`src/rtl/pcie_egress_collector.sv`:
```
// pcie_egress_collector: round-robin drain of egress FIFOs 4..7 into one valid/ready
// stream, with dest-field checking, per-port delivery counters and an error counter.
module pcie_egress_collector #(
   parameter int TAMANO_DATOS = 12,
   parameter int CNT_W        = 8
) (
   input  logic                    clk,
   input  logic                    reset,
   input  logic                    enable,
   input  logic [3:0]              empty,
   input  logic [TAMANO_DATOS-1:0] data_in4,
   input  logic [TAMANO_DATOS-1:0] data_in5,
   input  logic [TAMANO_DATOS-1:0] data_in6,
   input  logic [TAMANO_DATOS-1:0] data_in7,
   output logic [3:0]              pop,
   input  logic                    out_ready,
   output logic                    out_valid,
   output logic [TAMANO_DATOS-1:0] data_out,
   output logic [1:0]              out_port,
   output logic                    dest_error,
   input  logic [1:0]              idx,
   output logic [CNT_W-1:0]        cnt_out,
   output logic [CNT_W-1:0]        err_cnt
);

   typedef enum logic [1:0] {
      S_IDLE = 2'd0,
      S_POP  = 2'd1,
      S_WAIT = 2'd2,
      S_SEND = 2'd3
   } state_t;

   state_t                  state_q;
   logic [1:0]              sel_q;
   logic [1:0]              rr_ptr_q;
   logic [3:0]              pop_q;
   logic                    out_valid_q;
   logic [TAMANO_DATOS-1:0] data_out_q;
   logic [1:0]              out_port_q;
   logic                    dest_error_q;
   logic [CNT_W-1:0]        cnt_q [4];
   logic [CNT_W-1:0]        err_cnt_q;

   logic                    grant_vld_d;
   logic [1:0]              grant_sel_d;
   logic [TAMANO_DATOS-1:0] rd_data_s;
   logic                    dest_mismatch_s;

   // Returns {found, port}: first non-empty port at ptr, ptr+1, ... (mod 4).
   function automatic logic [2:0] rr_pick(input logic [3:0] empty_v, input logic [1:0] ptr);
      logic [2:0] res;
      logic [1:0] cand;
      res = 3'b000;
      for (int k = 3; k >= 0; k--) begin
         cand = ptr + k[1:0];
         res  = empty_v[cand] ? res : {1'b1, cand};
      end
      return res;
   endfunction

   // Arbitration result and read-data mux for the port being served.
   always_comb begin
      {grant_vld_d, grant_sel_d} = rr_pick(empty, rr_ptr_q);
      case (sel_q)
         2'd0:    rd_data_s = data_in4;
         2'd1:    rd_data_s = data_in5;
         2'd2:    rd_data_s = data_in6;
         2'd3:    rd_data_s = data_in7;
         default: rd_data_s = data_in4;
      endcase
      dest_mismatch_s = (rd_data_s[9:8] != sel_q);
   end

   // Transaction FSM with all outputs and counters registered.
   always_ff @(posedge clk or posedge reset) begin
      if (reset) begin
         state_q      <= S_IDLE;
         sel_q        <= 2'd0;
         rr_ptr_q     <= 2'd0;
         pop_q        <= 4'b0000;
         out_valid_q  <= 1'b0;
         data_out_q   <= {TAMANO_DATOS{1'b0}};
         out_port_q   <= 2'd0;
         dest_error_q <= 1'b0;
         err_cnt_q    <= {CNT_W{1'b0}};
         for (int n = 0; n < 4; n++) begin
            cnt_q[n] <= {CNT_W{1'b0}};
         end
      end else begin
         case (state_q)
            S_IDLE: begin
               if (enable && grant_vld_d) begin
                  sel_q   <= grant_sel_d;
                  pop_q   <= 4'b0001 << grant_sel_d;
                  state_q <= S_POP;
               end else begin
                  pop_q   <= 4'b0000;
               end
            end
            S_POP: begin
               // FIFO advances on this edge; its output is stable during WAIT.
               pop_q   <= 4'b0000;
               state_q <= S_WAIT;
            end
            S_WAIT: begin
               data_out_q   <= rd_data_s;
               out_port_q   <= sel_q;
               out_valid_q  <= 1'b1;
               dest_error_q <= dest_mismatch_s;
               if (dest_mismatch_s) begin
                  err_cnt_q <= err_cnt_q + CNT_W'(1);
               end
               state_q <= S_SEND;
            end
            S_SEND: begin
               dest_error_q <= 1'b0;
               if (out_ready) begin
                  out_valid_q  <= 1'b0;
                  cnt_q[sel_q] <= cnt_q[sel_q] + CNT_W'(1);
                  rr_ptr_q     <= sel_q + 2'd1;
                  state_q      <= S_IDLE;
               end
            end
            default: begin
               pop_q   <= 4'b0000;
               state_q <= S_IDLE;
            end
         endcase
      end
   end

   assign pop        = pop_q;
   assign out_valid  = out_valid_q;
   assign data_out   = data_out_q;
   assign out_port   = out_port_q;
   assign dest_error = dest_error_q;
   assign cnt_out    = cnt_q[idx];
   assign err_cnt    = err_cnt_q;

endmodule
```
`config.mk`:
```
export PLATFORM = sky130hd
export DESIGN_NAME = pcie_egress_collector
export DESIGN_NICKNAME = d
export VERILOG_FILES = /design/src/rtl/pcie_egress_collector.sv
export SDC_FILE = /design/constraint.sdc
export NUM_CORES = 1
export LEC_CHECK = 0
export ABC_AREA = 1
export CORE_MARGIN = 2
export CORE_UTILIZATION = 35
export CTS_CLUSTER_DIAMETER = 120
export DETAILED_ROUTE_END_ITERATION = 10
export DONT_BUFFER_PORTS = 1
export SYNTH_ARGS = -nofsm -noshare
export SYNTH_HDL_FRONTEND = slang
export SYNTH_SLANG_ARGS = --single-unit
```
`constraint.sdc`:
```
create_clock -name clk -period 2.2 [get_ports clk]
set_input_delay 0 -clock clk [delete_from_list [all_inputs] [get_ports clk]]
set_output_delay 0 -clock clk [all_outputs]
set_load 0.05 [all_outputs]
```
==> impl_metrics.json, run 1 <==
{
  "cts_buffers": 9,
  "yosys.area.top_type_share": 0.412,
  "pin_count": 94,
  "fmax_ghz": 0.477,
  "hp-start": "data_in6[4]",
  "stdcell_count": 755,
  "globalplace.congestion": 0.894,
  "die_x_um": 111,
  "yosys_warnings": 0,
  "synth.most_common_cell": "nand2_1",
  "pwr-share-comb": 0.463,
  "vias": 3862,
  "grt-ovfl-total": 0,
  "maxSlewHeadroom": 0.593,
  "grt_pass1_wl_um": 18300,
  "final_layout_size_suffix_gt1_frac": 0.114,
  "worstPathArrival_ps": 2310,
  "area_growth_pct": 20.8,
  "setup_viol": 0,
  "tns_ps": 0,
  "start_util": 0.354,
  "top_layer_used": "met4",
  "avgSynthCellArea_um2": 7.10,
  "die_h_um": 111,
  "dp_cells": 714,
  "ys_ff_latch": 66,
  "dr.pass1.iters": 4,
  "clock_skew_ps": 8.58,
  "syn_inst": 565,
  "cts_tree": "yes",
  "power.internal_uw": 3870,
  "r2r_start": "sel_q[1]",
  "netlist_top_cells_count": "217 x nand2_1, 66 x dfrtp_1, 60 x o21ai_0",
  "clock_power_share": 0.188,
  "root_buffer": "clkbuf_16",
  "yosysTopAreaCell": "dfrtp_1",
  "wl_met3_um": 901,
  "sw_frac_of_total": 0.496,
  "rsz0062_at_grt": "false",
  "io_buffer_count": 0,
  "first_global_vias": 3771,
  "postRouteAntennaNets": 0,
  "synth-edff-count": 0,
  "core_mm2": 0.0113,
  "worstSetupEndpointType": "register",
  "die_area_mm2": 0.0123,
  "rows": 39,
  "synth_nets": 634,
  "drt-met1-wl_um": 4940,
  "viasPerCell": 5.12,
  "cp-start-kind": "register",
  "fin_crit_ps": 2090,
  "p_switching_uw": 3810,
  "grt_antenna_before_repair": 0,
  "worst_pin_slew_ps": 609,
  "p_per_area_mw_per_mm2": 1580,
  "synth_cell_type_count": 32,
  "crit_type": "register to register",
  "async_flop_share": 1.00,
  "hp-class": "primary input to register",
  "synth_area_mm2": 0.00401,
  "synthTopCellsByArea": "dfrtp_1 41%, nand2_1 20%, o21ai_0 7.5%",
  "vdd_ir_drop_max_uv": 713,
  "status": "complete, no violations",
  "ys_seq_area_frac": 0.412,
  "period_share": 0.952,
  "maxSlewViolCount": 0,
  "cp_max_fo": 10,
  "cts_sinks": 66,
  "maxCapViolations": 0,
  "cp-startpoint": "sel_q[1]",
  "critPathRequiredTime_ps": 2410,
  "drc_errors": 0,
  "h-tree-depth": 3,
  "wl_um": 11200,
  "post_cts_buffers": 0,
  "grt_use_total": 0.183,
  "clk_path_buf_depth": 2,
  "clkTransAtPathRegs_ps": 60,
  "synth_flop_cell": "dfrtp_1",
  "power.leakage_uw": 0.00244,
  "drtIter0Drc": 217,
  "fin_nets": 676,
  "dp_hpwl_um": 7810,
  "clk-insertion-delay-late_ps": 330,
  "post_drt_wl_per_cell_um": 14.8,
  "diodes": 0,
  "grt_max_degree": 67,
  "sequentialPowerShare": 0.348,
  "fill_cells": 1142,
  "routed-wl-met2_um": 5050,
  "hold_violations": 0
}
-- worst paths after layout --
path / endpoint / slack [ps] / depth (start not counted)
max reg2reg: data_out[6] / 110 / 7
min in group asynchronous: data_out[5] / 200 / 3
min: data_out[4] / 50 / 4
max: data_out[6] / 110 / 7
max in group asynchronous: pop[0] / 1700 / 3
min reg2reg: cnt_q[13] / 480 / 2
-- cells by family (layout without fill, tap and decap cells) --
| group | Yosys count | count (layout) | synth area share |
|---|---|---|---|
| flops | 66 | 66 | 0.412 |
| xor+xnor | 9 | 9 | 0.0215 |
| buf+inv | 66 | 113 | 0.0740 |
| simple gates | 310 | 310 | 0.319 |
| compound gates | 103 | 103 | 0.139 |
| fa+ha+maj | 11 | 11 | 0.0343 |
-- critical path, cell delays in order, from the launching register on --
cell           delay [ps]
dfrtp_1               440
inv_2                 120
ha_2                  260
inv_1                 120
buf_4                 190
o21ai_0               220
dlygate4sd3_1         580
nand2_1                50
-- what timing repair did --
action                     4_1_cts  5_1_grt
resized for setup                0        5
setup endpoints to repair        0       17
hold endpoints to repair        85        0
hold buffers                    25        0
-- placed cells by master, fill, tap and decap left out, types with 2 or more instances in the layout --
cell / instances
nand2_1: 216
dfrtp_1: 66
o21ai_0: 55
nand3_1: 41
inv_1: 39
nor2_1: 29
buf_4: 27
dlygate4sd3_1: 25
a21oi_1: 19
a31oi_1: 11
nand2_2: 11
clkbuf_16: 9
ha_1: 8
o21ai_1: 7
xor2_1: 5
nor2_2: 5
inv_2: 4
nand4_1: 4
o211ai_1: 4
o22ai_1: 4
xnor2_1: 3
ha_2: 3
clkbuf_1: 3
nand3_2: 2
clkbuf_8: 2
-- flip-flops by register name (all words and copies together), names as in the netlist --
name and count:
cnt_q 32, data_out 12, dest_error 1, err_cnt 8
out_port 2, out_valid 1, pop 4, rr_ptr_q 2
sel_q 2, state_q 2
-- power groups by stage --
stage / combinational, uW / clock, uW / sequential, uW
floorplan: 2530 / 0 / 2710
global placement: 3310 / 0 / 2670
detailed placement: 3380 / 0 / 2680
CTS: 3530 / 1490 / 2670
global route: 4030 / 1550 / 2740
finish: 3560 / 1450 / 2670
-- per-layer routing --
metal / global-route usage / up-vias
met5: 0 / -
met4: 0.0897 / 0
met3: 0.0437 / 27
met2: 0.291 / 151
met1: 0.236 / 1774
li1: - / 1910
-- layout make-up --
cell class	count	area [um2]	area share
tap	143	179	0.0369
clock inverter	2	35.0	0.00723
sequential	66	1650	0.341
clock buffer	14	264	0.0545
inverter	44	170	0.0351
multi-input combinational	433	2070	0.428
timing repair buffer	53	473	0.0976
-- stage by stage --
step | total power [uW] | utilization | hold WS, ps | setup WS (ps) | cell area [um2]
6_report | 7670 | 0.428 | 49.4 | 105 | 4840
5_1_grt | 8320 | 0.428 | 66.0 | 16.4 | 4840
4_1_cts | 7690 | 0.427 | 16.3 | 82.6 | 4830
3_5_place_dp | 6060 | 0.378 | -6.12 | 106 | 4280
3_3_place_gp | 5980 | 0.378 | -7.33 | 213 | 4280
2_1_floorplan | 5230 | - | 131 | 284 | 4010
No activity file was read; power rests on OpenSTA's default activity.
==> run 2: changes to the inputs <==
--- a/config.mk
+++ b/config.mk
@@ -6,11 +6,12 @@
 export NUM_CORES = 1
 export LEC_CHECK = 0
 export ABC_AREA = 1
-export CORE_MARGIN = 2
+export CAP_MARGIN = 20
 export CORE_UTILIZATION = 35
 export CTS_CLUSTER_DIAMETER = 120
 export DETAILED_ROUTE_END_ITERATION = 10
 export DONT_BUFFER_PORTS = 1
+export HOLD_SLACK_MARGIN = 0.15
 export SYNTH_ARGS = -nofsm -noshare
 export SYNTH_HDL_FRONTEND = slang
 export SYNTH_SLANG_ARGS = --single-unit
==> impl_metrics.json, run 2 (same netlist as run 1, synthesis figures left out) <==
{
  "status": "complete, no violations",
  "p_per_area_mw_per_mm2": 1590,
  "stdcell_count": 762,
  "h-tree-depth": 3,
  "cts_buffers": 9,
  "grt-ovfl-total": 0,
  "worstSetupEndpointType": "register",
  "cp_max_fo": 17,
  "p_switching_uw": 3840,
  "clk-insertion-delay-late_ps": 330,
  "first_global_vias": 3762,
  "sw_frac_of_total": 0.488,
  "cts_sinks": 66,
  "die_x_um": 109,
  "clock_skew_ps": 5.29,
  "start_util": 0.365,
  "path_cells": "inv_8 > ha_1 > buf_4 > nand2_1 > a31oi_1 > o21ai_0 > dlygate4sd3_1 > nand2_1",
  "fmax_ghz": 0.484,
  "critPathRequiredTime_ps": 2470,
  "pwr-share-comb": 0.460,
  "dr.pass1.iters": 5,
  "cp_slowest_cell": "dlygate4sd3_1",
  "maxCapViolations": 0,
  "largest_register_ffs": 32,
  "rsz0062_at_grt": "true",
  "postRouteAntennaNets": 0,
  "post_drt_wl_per_cell_um": 14.6,
  "cp_common_cell": "nand2_1",
  "grt_use_total": 0.196,
  "critPathMaxStageDelay_ps": 570,
  "dp_hpwl_um": 7940,
  "worstPathArrival_ps": 2340,
  "root_buffer": "clkbuf_16",
  "mostFrequentLayoutCell": "nand2_1",
  "clock_power_share": 0.198,
  "period_share": 0.940,
  "hp-class": "primary input to register",
  "worst_pin_slew_ps": 590,
  "power.internal_uw": 4030,
  "maxSlewViolCount": 0,
  "pin_count": 94,
  "fin_nets": 686,
  "grt_antenna_before_repair": 0,
  "vdd_ir_drop_max_uv": 586,
  "drtIter0Drc": 201,
  "die_area_mm2": 0.0119,
  "cp-start-kind": "register",
  "cts_tree": "yes",
  "clk_path_buf_depth": 2,
  "setup_viol": 0,
  "final_layout_size_suffix_gt1_frac": 0.124,
  "grt_max_degree": 29,
  "rows": 38,
  "maxSlewHeadroom": 0.606,
  "power.leakage_uw": 0.00249,
  "dp_cells": 715,
  "rrSetupSlack_ps": 130,
  "area_growth_pct": 23.0,
  "fin_crit_ps": 2070,
  "power_uw": 7860,
  "io_buffer_count": 0,
  "globalplace.congestion": 0.878,
  "layout_common_cells": "217 x nand2_1, 64 x dfrtp_1, 56 x o21ai_0",
  "crit_type": "register to register",
  "grt_pass1_wl_um": 17800,
  "sequentialPowerShare": 0.342,
  "wl_um": 11100,
  "diodes": 0,
  "regMostFlops": "cnt_q",
  "vias": 3865,
  "viasPerCell": 5.07,
  "die_h_um": 109,
  "drc_errors": 0,
  "hold_violations": 0,
  "core_mm2": 0.0110,
  "clkTransAtPathRegs_ps": 60
}
-- run 2: changes by cell type in the layout (fill, tap and decap cells not counted), moves of 3 or more --
| cell | previous run | this run |
|---|---|---|
| buf_4 | 27 | 33 |
| dlygate4sd3_1 | 25 | 30 |
| ha_2 | 3 | 0 |
| ha_1 | 8 | 11 |
-- run 2: cell type report --
class	count	area [um2]
fill	1073	6050
multi-input combinational	433	2060
sequential	66	1650
timing repair buffer	63	548
clock buffer	11	243
tap	140	175
inverter	44	173
clock inverter	5	77.6
-- run 2: power groups by stage --
stage | clock (uW) | sequential (uW) | combinational, uW
finish | 1560 | 2690 | 3620
global route | 1640 | 2750 | 4100
CTS | 1590 | 2680 | 3590
detailed placement | 0 | 2690 | 3380
global placement | 0 | 2680 | 3310
floorplan | 0 | 2710 | 2530
-- run 2: path summary, 6_finish.rpt --
path	startpoint	end	depth (start not counted)
hold / removal	data_in4[9]	err_cnt[7]	6
setup / recovery	sel_q[0]	data_out[0]	8
max in group asynchronous	reset	out_port[0]	3
min in group asynchronous	reset	pop[1]	2
hold reg to reg	cnt_q[12]	cnt_q[12]	2
setup reg to reg	sel_q[0]	data_out[0]	8
-- run 2: per-layer routing --
metal	up-vias	track usage	wire length, um
met5	-	0	0
met3	16	0.0478	795
met1	1779	0.232	4960
met4	0	0.0685	153
li1	1930	-	-
met2	140	0.344	5210
-- run 2: worst max-delay path: cells and delay by family (launching register included) --
| kind | cells | cell delay [ps] |
|---|---|---|
| AO/OA/AOI/OAI | 2 | 290 |
| flip-flops | 1 | 470 |
| adder cells (fa/ha/maj) | 1 | 220 |
| AND/OR/NAND/NOR | 2 | 140 |
| buffers and inverters | 3 | 890 |
-- run 2: metrics by stage --
step | hold WS (ps) | setup WS [ps] | cell area (um2) | TNS [ps] | utilization
floorplan | 131 | 284 | 4010 | 0 | -
global placement | -23.1 | 226 | 4300 | 0 | 0.391
detailed placement | -16.7 | 114 | 4300 | 0 | 0.391
CTS | 173 | 106 | 4920 | 0 | 0.448
global route | 233 | -9.72 | 4930 | -9.72 | 0.449
finish | 171 | 132 | 4930 | 0 | 0.449
-- run 2: what timing repair did --
item | 4_1_cts | 5_1_grt
hold buffers | 30 | 0
endpoints found under the setup margin | 0 | 18
hold endpoints to repair | 77 | 0
gates resized for setup | 0 | 5
setup buffers | 0 | 1
